==> src/rtl/wb_stream_dma_if.sv <==
// Wishbone initiator and AXI-Stream bundle used by wb_stream_dma.
// The master modport is the DMA's view; slave is the memory/stream side.
interface wb_stream_dma_if;
  logic        wbm_cyc_o;
  logic        wbm_stb_o;
  logic        wbm_we_o;
  logic [3:0]  wbm_sel_o;
  logic [31:0] wbm_adr_o;
  logic [31:0] wbm_dat_o;
  logic [31:0] wbm_dat_i;
  logic        wbm_ack_i;
  logic [31:0] m_axis_tdata;
  logic        m_axis_tvalid;
  logic        m_axis_tlast;
  logic        m_axis_tready;
  logic [31:0] s_axis_tdata;
  logic        s_axis_tvalid;
  logic        s_axis_tlast;
  logic        s_axis_tready;

  modport master (
    output wbm_cyc_o, wbm_stb_o, wbm_we_o, wbm_sel_o, wbm_adr_o, wbm_dat_o,
    input  wbm_dat_i, wbm_ack_i,
    output m_axis_tdata, m_axis_tvalid, m_axis_tlast,
    input  m_axis_tready,
    input  s_axis_tdata, s_axis_tvalid, s_axis_tlast,
    output s_axis_tready
  );

  modport slave (
    input  wbm_cyc_o, wbm_stb_o, wbm_we_o, wbm_sel_o, wbm_adr_o, wbm_dat_o,
    output wbm_dat_i, wbm_ack_i,
    input  m_axis_tdata, m_axis_tvalid, m_axis_tlast,
    output m_axis_tready,
    output s_axis_tdata, s_axis_tvalid, s_axis_tlast,
    input  s_axis_tready
  );
endinterface

==> src/rtl/wb_stream_dma.sv <==
// Single-outstanding Wishbone DMA moving word blocks between memory and
// an AXI-Stream master (MM2S, dir=0) or slave (S2MM, dir=1).
module wb_stream_dma #(
  parameter int TIMEOUT = 64,
  parameter int LEN_W   = 16
) (
  input  logic             wb_clk_i,
  input  logic             wb_rst_i,
  input  logic             start,
  input  logic             dir,
  input  logic [31:0]      base_addr,
  input  logic [LEN_W-1:0] len,
  output logic             busy,
  output logic             done,
  output logic             error,
  output logic             early_last,
  wb_stream_dma_if.master  bus
);

  localparam int TO_W = $clog2(TIMEOUT + 1);
  localparam logic [TO_W-1:0] TO_LAST = TO_W'(TIMEOUT - 1);

  typedef enum logic [2:0] {IDLE, REQ, PUSH, PULL, DONE, ERR} state_t;

  state_t           state, state_nxt;
  logic [31:0]      addr;
  logic [31:0]      data;
  logic [LEN_W-1:0] remaining;
  logic [TO_W-1:0]  to_cnt;
  logic             dir_q;
  logic             last_seen;
  logic             early_q;

  always_ff @(posedge wb_clk_i) begin
    if (wb_rst_i) state <= IDLE;
    else          state <= state_nxt;
  end

  // One shared data register: read data on its way to the stream in MM2S,
  // stream data on its way to the bus in S2MM.
  always_ff @(posedge wb_clk_i) begin
    if (wb_rst_i) begin
      addr      <= '0;
      data      <= '0;
      remaining <= '0;
      to_cnt    <= '0;
      dir_q     <= 1'b0;
      last_seen <= 1'b0;
      early_q   <= 1'b0;
    end else begin
      case (state)
        IDLE: if (start) begin
          addr      <= base_addr;
          remaining <= len;
          dir_q     <= dir;
          to_cnt    <= '0;
          last_seen <= 1'b0;
          early_q   <= 1'b0;
        end
        REQ: begin
          if (bus.wbm_ack_i) begin
            addr      <= addr + 32'd4;
            remaining <= remaining - 1'b1;
            to_cnt    <= '0;
            if (!dir_q) data <= bus.wbm_dat_i;
          end else if (to_cnt == TO_LAST) begin
            to_cnt <= '0;
          end else begin
            to_cnt <= to_cnt + 1'b1;
          end
        end
        PULL: if (bus.s_axis_tvalid) begin
          data <= bus.s_axis_tdata;
          if (bus.s_axis_tlast && remaining > LEN_W'(1)) begin
            last_seen <= 1'b1;
            early_q   <= 1'b1;
          end
        end
        default: ;
      endcase
    end
  end

  // Remaining is compared before its decrement, so 1 means "this was the last word".
  always_comb begin
    state_nxt         = state;
    bus.wbm_cyc_o     = 1'b0;
    bus.wbm_stb_o     = 1'b0;
    bus.wbm_we_o      = 1'b0;
    bus.wbm_sel_o     = 4'h0;
    bus.m_axis_tvalid = 1'b0;
    bus.m_axis_tlast  = 1'b0;
    bus.s_axis_tready = 1'b0;
    case (state)
      IDLE: if (start) begin
        if (len == '0) state_nxt = DONE;
        else if (dir)  state_nxt = PULL;
        else           state_nxt = REQ;
      end
      REQ: begin
        bus.wbm_cyc_o = 1'b1;
        bus.wbm_stb_o = 1'b1;
        bus.wbm_we_o  = dir_q;
        bus.wbm_sel_o = 4'hF;
        if (bus.wbm_ack_i) begin
          if (!dir_q)                                     state_nxt = PUSH;
          else if (remaining == LEN_W'(1) || last_seen)   state_nxt = DONE;
          else                                            state_nxt = PULL;
        end else if (to_cnt == TO_LAST) begin
          state_nxt = ERR;
        end
      end
      PUSH: begin
        bus.m_axis_tvalid = 1'b1;
        bus.m_axis_tlast  = (remaining == '0);
        if (bus.m_axis_tready) state_nxt = (remaining == '0) ? DONE : REQ;
      end
      PULL: begin
        bus.s_axis_tready = 1'b1;
        if (bus.s_axis_tvalid) state_nxt = REQ;
      end
      DONE:    state_nxt = IDLE;
      ERR:     state_nxt = IDLE;
      default: state_nxt = IDLE;
    endcase
  end

  assign bus.wbm_adr_o    = addr;
  assign bus.wbm_dat_o    = data;
  assign bus.m_axis_tdata = data;
  assign busy             = (state != IDLE);
  assign done             = (state == DONE);
  assign error            = (state == ERR);
  assign early_last       = early_q;

endmodule

==> src/flat_wrapper.sv <==
// flat-port wrapper written by rule: the top's interface ports become plain ports
module wb_stream_dma_flat 
#(
  parameter int TIMEOUT = 64,
  parameter int LEN_W   = 16
)
  (wb_clk_i, wb_rst_i, start, dir, base_addr, len, busy, done, error, early_last, bus_wbm_cyc_o, bus_wbm_stb_o, bus_wbm_we_o, bus_wbm_sel_o, bus_wbm_adr_o, bus_wbm_dat_o, bus_wbm_dat_i, bus_wbm_ack_i, bus_m_axis_tdata, bus_m_axis_tvalid, bus_m_axis_tlast, bus_m_axis_tready, bus_s_axis_tdata, bus_s_axis_tvalid, bus_s_axis_tlast, bus_s_axis_tready);
  wb_stream_dma_if bus_i ();
  input  logic wb_clk_i;
  input  logic wb_rst_i;
  input  logic start;
  input  logic dir;
  input  logic [31:0] base_addr;
  input  logic [LEN_W-1:0] len;
  output logic busy;
  output logic done;
  output logic error;
  output logic early_last;
  output wire logic [$bits(bus_i.wbm_cyc_o)-1:0] bus_wbm_cyc_o;
  output wire logic [$bits(bus_i.wbm_stb_o)-1:0] bus_wbm_stb_o;
  output wire logic [$bits(bus_i.wbm_we_o)-1:0] bus_wbm_we_o;
  output wire logic [$bits(bus_i.wbm_sel_o)-1:0] bus_wbm_sel_o;
  output wire logic [$bits(bus_i.wbm_adr_o)-1:0] bus_wbm_adr_o;
  output wire logic [$bits(bus_i.wbm_dat_o)-1:0] bus_wbm_dat_o;
  input wire logic [$bits(bus_i.wbm_dat_i)-1:0] bus_wbm_dat_i;
  input wire logic [$bits(bus_i.wbm_ack_i)-1:0] bus_wbm_ack_i;
  output wire logic [$bits(bus_i.m_axis_tdata)-1:0] bus_m_axis_tdata;
  output wire logic [$bits(bus_i.m_axis_tvalid)-1:0] bus_m_axis_tvalid;
  output wire logic [$bits(bus_i.m_axis_tlast)-1:0] bus_m_axis_tlast;
  input wire logic [$bits(bus_i.m_axis_tready)-1:0] bus_m_axis_tready;
  input wire logic [$bits(bus_i.s_axis_tdata)-1:0] bus_s_axis_tdata;
  input wire logic [$bits(bus_i.s_axis_tvalid)-1:0] bus_s_axis_tvalid;
  input wire logic [$bits(bus_i.s_axis_tlast)-1:0] bus_s_axis_tlast;
  output wire logic [$bits(bus_i.s_axis_tready)-1:0] bus_s_axis_tready;
  assign bus_wbm_cyc_o = bus_i.wbm_cyc_o;
  assign bus_wbm_stb_o = bus_i.wbm_stb_o;
  assign bus_wbm_we_o = bus_i.wbm_we_o;
  assign bus_wbm_sel_o = bus_i.wbm_sel_o;
  assign bus_wbm_adr_o = bus_i.wbm_adr_o;
  assign bus_wbm_dat_o = bus_i.wbm_dat_o;
  assign bus_i.wbm_dat_i = bus_wbm_dat_i;
  assign bus_i.wbm_ack_i = bus_wbm_ack_i;
  assign bus_m_axis_tdata = bus_i.m_axis_tdata;
  assign bus_m_axis_tvalid = bus_i.m_axis_tvalid;
  assign bus_m_axis_tlast = bus_i.m_axis_tlast;
  assign bus_i.m_axis_tready = bus_m_axis_tready;
  assign bus_i.s_axis_tdata = bus_s_axis_tdata;
  assign bus_i.s_axis_tvalid = bus_s_axis_tvalid;
  assign bus_i.s_axis_tlast = bus_s_axis_tlast;
  assign bus_s_axis_tready = bus_i.s_axis_tready;
  wb_stream_dma #(.TIMEOUT(TIMEOUT), .LEN_W(LEN_W)) u_core (.wb_clk_i(wb_clk_i), .wb_rst_i(wb_rst_i), .start(start), .dir(dir), .base_addr(base_addr), .len(len), .busy(busy), .done(done), .error(error), .early_last(early_last), .bus(bus_i));
endmodule
==> config.mk <==
export PLATFORM = sky130hd
export DESIGN_NAME = wb_stream_dma_flat
export DESIGN_NICKNAME = d
export VERILOG_FILES = /design/src/rtl/wb_stream_dma_if.sv /design/src/rtl/wb_stream_dma.sv /design/src/flat_wrapper.sv
export SDC_FILE = /design/constraint.sdc
export NUM_CORES = 1
export LEC_CHECK = 0
export CORE_UTILIZATION = 55
export DETAILED_ROUTE_END_ITERATION = 8
export DONT_BUFFER_PORTS = 1
export GPL_TIMING_DRIVEN = 1
export PLACE_DENSITY = 0.7
export SYNTH_ARGS = -nofsm -noshare
export SYNTH_HDL_FRONTEND = slang
export SYNTH_SLANG_ARGS = --single-unit
==> constraint.sdc <==
create_clock -name wb_clk_i -period 2.83 [get_ports wb_clk_i]
set_input_delay 0.566 -clock wb_clk_i [delete_from_list [all_inputs] [get_ports wb_clk_i]]
set_output_delay 0.566 -clock wb_clk_i [all_outputs]
set_load 0.01 [all_outputs]
==> results of run 1 <==
[cells in the final DEF (no fill, tap or decap), types with 8 or more instances in the layout]
master / n
o21ai_0: 35
nand3_1: 23
nor3_1: 21
a31oi_1: 8
a21oi_1: 32
and3_1: 8
buf_4: 14
dfxtp_1: 92
a22oi_1: 9
nand2_1: 112
nor2_1: 96
nor4_1: 10
clkbuf_8: 9
nand4_1: 16
a211oi_1: 11
inv_1: 14
a311oi_1: 39
[power groups by stage]
stage / Sequential (mW) / Combinational (mW) / Clock, mW
finish: 2.53 / 2.79 / 0.979
global route: 2.63 / 3.13 / 1.06
CTS: 2.53 / 2.78 / 1.01
detailed placement: 2.56 / 2.76 / 0
global placement: 2.53 / 2.68 / 0
floorplan: 2.26 / 2.65 / 0
[area by class of cell]
type / count / area, sq um
well taps: 129 / 161
multi-input cells: 533 / 3060
repair buffers: 15 / 125
clock inverters: 6 / 88.8
fillers: 896 / 3950
inverters: 15 / 56.3
flip-flops and latches: 92 / 1840
clock buffers: 9 / 124
[synthesized netlist by cell type, types with 11 or more instances]
master / count / share of area
o21ai_0: 35 / 0.032
nand2_1: 112 / 0.077
inv_1: 14 / 0.0096
a311oi_1: 39 / 0.063
nor2_1: 96 / 0.066
a21oi_1: 32 / 0.029
dfxtp_1: 92 / 0.34
buf_4: 37 / 0.051
nand3_1: 23 / 0.021
nor3_1: 21 / 0.019
a211oi_1: 11 / 0.015
clkbuf_1: 37 / 0.025
nand4_1: 16 / 0.018
[cell families (layout without fill, tap and decap cells)]
| kind of cell | count (synthesis) | after routing | share of synthesized area |
|---|---|---|---|
| simple gates | 343 | 343 | 0.306 |
| compound gates | 178 | 178 | 0.229 |
| buf+inv | 108 | 45 | 0.103 |
| flops | 92 | 92 | 0.337 |
| mux | 7 | 7 | 0.0133 |
| fa+ha+maj | 5 | 5 | 0.0115 |
[routing by layer]
layer	global-route usage	wire, microns
met3	0.0669	1360
met4	0.110	301
met2	0.435	6880
met5	0	0
met1	0.356	6110
[state kept, by name (all words and copies together), names as in the netlist]
name                     flops
u_core.bus.m_axis_tdata     32
u_core.bus.wbm_adr_o        32
u_core.dir_q                 1
u_core.early_last            1
u_core.remaining            16
u_core.state                 3
u_core.to_cnt                7
[how the worst max path moves through the flow]
stage / startpoint / cells after the start / to / slack (ps)
after floorplan: u_core.remaining[4] / 5 / bus_m_axis_tlast / 560
after CTS: u_core.remaining[4] / 4 / bus_m_axis_tlast / 110
after detailed placement: u_core.state[0] / 5 / u_core.bus.wbm_adr_o[22] / 510
final: u_core.remaining[4] / 4 / bus_m_axis_tlast / 140
after global routing: u_core.remaining[4] / 4 / bus_m_axis_tlast / 5
after global placement: u_core.remaining[4] / 4 / bus_m_axis_tlast / 550
==> summary.txt, run 1 <==
Drt
  – Drc violations: 0
  – Starting DRT DRC Count: about 250
  – Vias per cell: around 6.4
  – Routed WL: between 10 and 15 mm
  – Final ANT Viol Nets: 0
  – DRT Pass-1 Iters: 5
  – Vias: between 5,000 and 6,000
  – WL per Instance: ~18 microns

Pwr
  – Pwr dens: around 1200 nW/um^2
  – Leakage: about 1.9 nW
  – Logic pwr share: 0.443
  – Sequential power share: 0.402
  – P_int: 3.29 mW
  – Sw Ratio: 0.478
  – Peak supply drop: between 0.6 and 0.7 mV
  – Psw: between 3 and 4 mW
  – Pwr Total: roughly 6.3 mW
  – Clk network pwr share: 0.155

Finish
  – Non-Filler Instances: 799
  – Share of cells above drive strength 1: 0.0672
  – Final Instance Area: roughly 5500 sq um
  – Post-layout nets: around 790
  – Diodes inserted: 0
  – Core Util, Final: 0.580
  – Area delta synth->final: 0.0229%

Placed design
  – Placed cell area: 5250 sq um
  – Gp weighted congestion: 0.823
  – Inst Count DP: between 700 and 800
  – Port-buffer cells: 0
  – Worst slack, placed: 514 ps
  – Detailed placement HPWL: 9.89 mm

Setup path
  – Crit. End Element: primary output
  – Crit-path slowest cell: or4_1
  – Slowest stage delay, CP: around 620 ps
  – R2r setup slk: ~430 ps
  – Req. time, crit path: 2260 ps
  – Cells along the critical path: or4_1 > nor4_4 > nand4_2 > nor4b_4
  – R2R depth: 5
  – Crit Path Category: register to primary output
  – Reg-to-Reg Start: u_core.state[0]
  – Buf/Inv on CP: 0
  – RR Endpoint: u_core.bus.wbm_adr_o[30]
  – Critical path launch point type: register
  – Critical Path Fanout Max: 7
  – CP arrival: 2120 ps
  – Cell family with most CP delay: simple AND/OR/NAND/NOR gates

Floorplan
  – Die Y: just over 100 microns
  – Starting Density: 0.580
  – Ports: 230
  – Num rows: 35
  – Die footprint: between 10,000 and 15,000 sq um
  – Core ar.: 9420 sq um
  – DIE WIDTH: about 100 microns

STA
  – Layout Skew: 6.11 ps
  – Final worst path period need: around 2700 ps
  – Worst-Margin Slew: between 500 and 600 ps
  – Setup TNS Final: 0 ps
  – Period utilization: 0.951
  – Hold WS: 270 ps
  – RSZ-0062 raised after global routing: false
  – Final setup fails: 0
  – Peak Freq: ~0.37 GHz
  – Max-slew violations: 0
  – Setup ws final: 139 ps
  – Final hold violations: 0
  – Slew HR: 0.614

Yosys
  – Synth warn: 0
  – Avg Cell Area, Syn: between 7 and 8 sq um
  – Post-Syn Area: 5460 sq um
  – Synth Flop Type: dfxtp_1
  – Register area share after synthesis: 0.337
  – Synthesized Nets: 858
  – Synth Register Bits: 92
  – Cells after synthesis: about 730
  – Synth cell types: 67
  – Post-synth EDFFs: 0
  – Share of flip-flops with an asynchronous set or reset: 0

Global route
  – GRT overflow: 0
  – First-pass GRT wire length: 22.9 mm
  – Total GRT Usage: 0.274
  – Antenna violations before repair: 0
  – Largest net degree at the start of global routing: between 90 and 100
  – Number of global-route vias before repair: 4,586

CTS
  – CTS tree: yes
  – Post-CTS Setup Bufs: 0
  – # hold bufs at CTS: 0
  – CTS resizes: 0
  – Htree depth: 3
  – Clock Tree Buf Depth: 2
  – CTS Buf Count: 9
  – Clock root buffer: clkbuf_8
  – CTS sink cnt: 92
  – Clk slew on worst S/H paths: 90 ps
  – Clock Latency Late Sink: 350 ps

Min path
  – Worst hold endpoint: u_core.bus.wbm_adr_o[20]
  – Min-delay worst type: input pin to register
  – Worst hold path depth: 1
  – HP Start: wb_rst_i

Status
  – Outcome: finished clean

Run
  – Max Cap Viol: 0
Note: power is estimated with default switching activity, not from simulation.
==> run 2, diff against run 1 <==
- CORE_UTILIZATION: 55 -> 49
- PLACE_DENSITY: 0.7 -> not set
==> run 2 against run 1 <==
Utilization down 7.2 points. Critical path depth unchanged. Wire length up 5.1%. Via count up 0.16%. Design area up 0.82%. First-iteration DRC count up 65%. Sequential power about the same. Final cell count up 1.9%. Die area up 12%. Register-to-register slack better by 150 ps. Hold slack worse by 21 ps. Critical endpoint unchanged. Highest routed layer unchanged.
==> summary.txt, run 2 (synthesized netlist as in run 1, its figures left out) <==
CTS
  – Htree depth: 3 (unchanged)
  – Clk slew on worst S/H paths: 100 ps (about the same)
  – CTS Buf Count: 9 (unchanged)
  – Clock Latency Late Sink: 380 ps (+30 ps)
  – CTS tree: yes
  – # hold bufs at CTS: 0 (unchanged)
  – Clock root buffer: clkbuf_8
  – Post-CTS Setup Bufs: 0 (unchanged)
  – Clock Tree Buf Depth: 2 (unchanged)
  – CTS sink cnt: 92 (unchanged)

STA
  – Worst-Margin Slew: 593 ps (+14.4 ps)
  – RSZ-0062 raised after global routing: false
  – Setup ws final: 136 ps (-3.47 ps)
  – Final worst path period need: 2690 ps (+3.47 ps)
  – Peak Freq: 0.371 GHz (-0.13%)
  – Max-slew violations: 0 (unchanged)
  – Slew HR: 0.605 (-0.00958)
  – Final setup fails: 0 (unchanged)
  – Layout Skew: 12.9 ps (+6.78 ps)
  – Final hold violations: 0 (unchanged)
  – Setup TNS Final: 0 ps (unchanged)
  – Period utilization: 0.952 (+0.00123)

Placed design
  – Port-buffer cells: 0 (unchanged)
  – Detailed placement HPWL: 10.8 mm (+9.3%)
  – Placed cell area: 5300 sq um (+1.0%)
  – Worst slack, placed: 497 ps (-17.8 ps)
  – Gp weighted congestion: 0.866 (+5.2%)

Setup path
  – Critical path launch point type: register
  – Crit-path slowest cell: or4_1
  – Crit Path Category: register to primary output
  – Cells along the critical path: or4_1 > nor4_4 > nand4_2 > nor4b_4
  – CP startpoint: u_core.remaining[4]
  – Crit. End Element: primary output
  – Slowest stage delay, CP: 620 ps (about the same)
  – Critical Path Fanout Max: 7 (unchanged)
  – Buf/Inv on CP: 0 (unchanged)
  – CP arrival: 2130 ps (about the same)
  – Cell family with most CP delay: simple AND/OR/NAND/NOR gates
  – Reg-to-Reg Start: u_core.state[1]
  – Req. time, crit path: 2260 ps (about the same)

Global route
  – First-pass GRT wire length: 23.7 mm (+3.9%)
  – Antenna violations before repair: 1 (+1)
  – Total GRT Usage: 0.261 (-0.0128)
  – GRT overflow: 0 (unchanged)
  – Number of global-route vias before repair: 4,637 (+1.1%)
  – Largest net degree at the start of global routing: 94 (unchanged)

Pwr
  – Psw: 3.07 mW (+2.1%)
  – Sw Ratio: 0.486 (+0.00832)
  – P_int: 3.25 mW (-1.3%)
  – Pwr Total: 6.32 mW (+0.31%)
  – Clk network pwr share: 0.146 (-0.009)
  – Logic pwr share: 0.456 (+0.013)
  – Peak supply drop: 0.652 mV (+3.4%)
  – Leakage: 1.93 nW (+0.83%)
  – Pwr dens: 1150 nW/um^2 (-0.51%)
  – Sequential power share: 0.398 (-0.004)

Drt
  – Final ANT Viol Nets: 0 (unchanged)
  – Vias: 5,128 (+0.16%)
  – Vias per cell: 6.30 (-1.7%)
  – Starting DRT DRC Count: 416 (+65%)
  – DRT Pass-1 Iters: 5 (unchanged)
  – WL per Instance: 18.9 microns (+3.1%)
  – Drc violations: 0 (unchanged)
  – Routed WL: 15.4 mm (+5.1%)

Run
  – Max Cap Viol: 0 (unchanged)

Finish
  – Fillers: 1,076 (+20%)
  – Share of cells above drive strength 1: 0.0713 (+0.00416)
  – Post-layout nets: 793 (+0.25%)
  – Multi-input logic area: 3060 sq um (unchanged)
  – Commonest non-fill, non-tap cell in the layout: nand2_1
  – Area delta synth->final: 0.848%
  – Commonest non-fill, non-tap cells in the layout: nand2_1, nor2_1, dfxtp_1, a311oi_1, o21ai_0
  – Final Instance Area: 5510 sq um (+0.82%)
  – Storage element area: 1840 sq um (unchanged)

Floorplan
  – Starting Density: 0.504 (-0.0762)
  – Core ar.: 10,800 sq um (+15%)
  – Die Y: 108 microns (+5.8%)
  – Ports: 230 (unchanged)
  – Num rows: 38 (+8.6%)
  – Die footprint: 11,600 sq um (+12%)
  – DIE WIDTH: 108 microns (+5.8%)

Status
  – Outcome: finished clean

Min path
  – HP Start: wb_rst_i
  – Min-delay worst type: input pin to register
[run 2: what timing repair did]
item	4_1_cts	5_1_grt
setup endpoints to repair	0	1
hold endpoints to repair	0	0
gates resized for setup	0	0
[run 2: layout make-up]
type                            count  area share
Clock inverter                      7      0.0141
Clock buffer                        9      0.0225
Sequential cell                    92       0.334
Multi-Input combinational cell    533       0.556
Timing Repair Buffer               17      0.0300
Tap cell                          140      0.0318
Inverter                           15      0.0102
Antenna cell                        1    0.000454
[run 2: path summary, 6_finish.rpt]
kind,slack (ps),cells after the start,to
setup / recovery,140,4,bus_m_axis_tlast
hold / removal,250,1,u_core.bus.wbm_adr_o[8]
setup reg to reg,580,6,u_core.bus.wbm_adr_o[16]
hold reg to reg,500,1,u_core.to_cnt[5]
[run 2: power groups by stage]
stage | registers (mW) | clock network, mW | logic (mW)
after floorplan | 2.26 | 0 | 2.65
after global placement | 2.53 | 0 | 2.79
after detailed placement | 2.55 | 0 | 2.87
after CTS | 2.52 | 0.961 | 2.88
after global routing | 2.60 | 1.01 | 3.25
final | 2.52 | 0.920 | 2.88
[run 2: routing by layer]
metal / track usage / routed length, microns / vias to the layer above / part of all wire
met5: 0 / 0 / - / 0
met4: 0.113 / 349 / 0 / 0.023
met3: 0.0581 / 1080 / 26 / 0.070
met2: 0.457 / 7610 / 209 / 0.49
met1: 0.304 / 6370 / 2405 / 0.41
li1: - / - / 2488 / -
[run 2: through the flow]
step | utilization | instances | hold WS, ps
2_1_floorplan | - | 733 | 447
3_3_place_gp | 0.489 | 797 | 457
3_5_place_dp | 0.489 | 797 | 474
4_1_cts | 0.508 | 813 | 222
5_1_grt | 0.508 | 814 | 226
6_report | 0.508 | 814 | 249
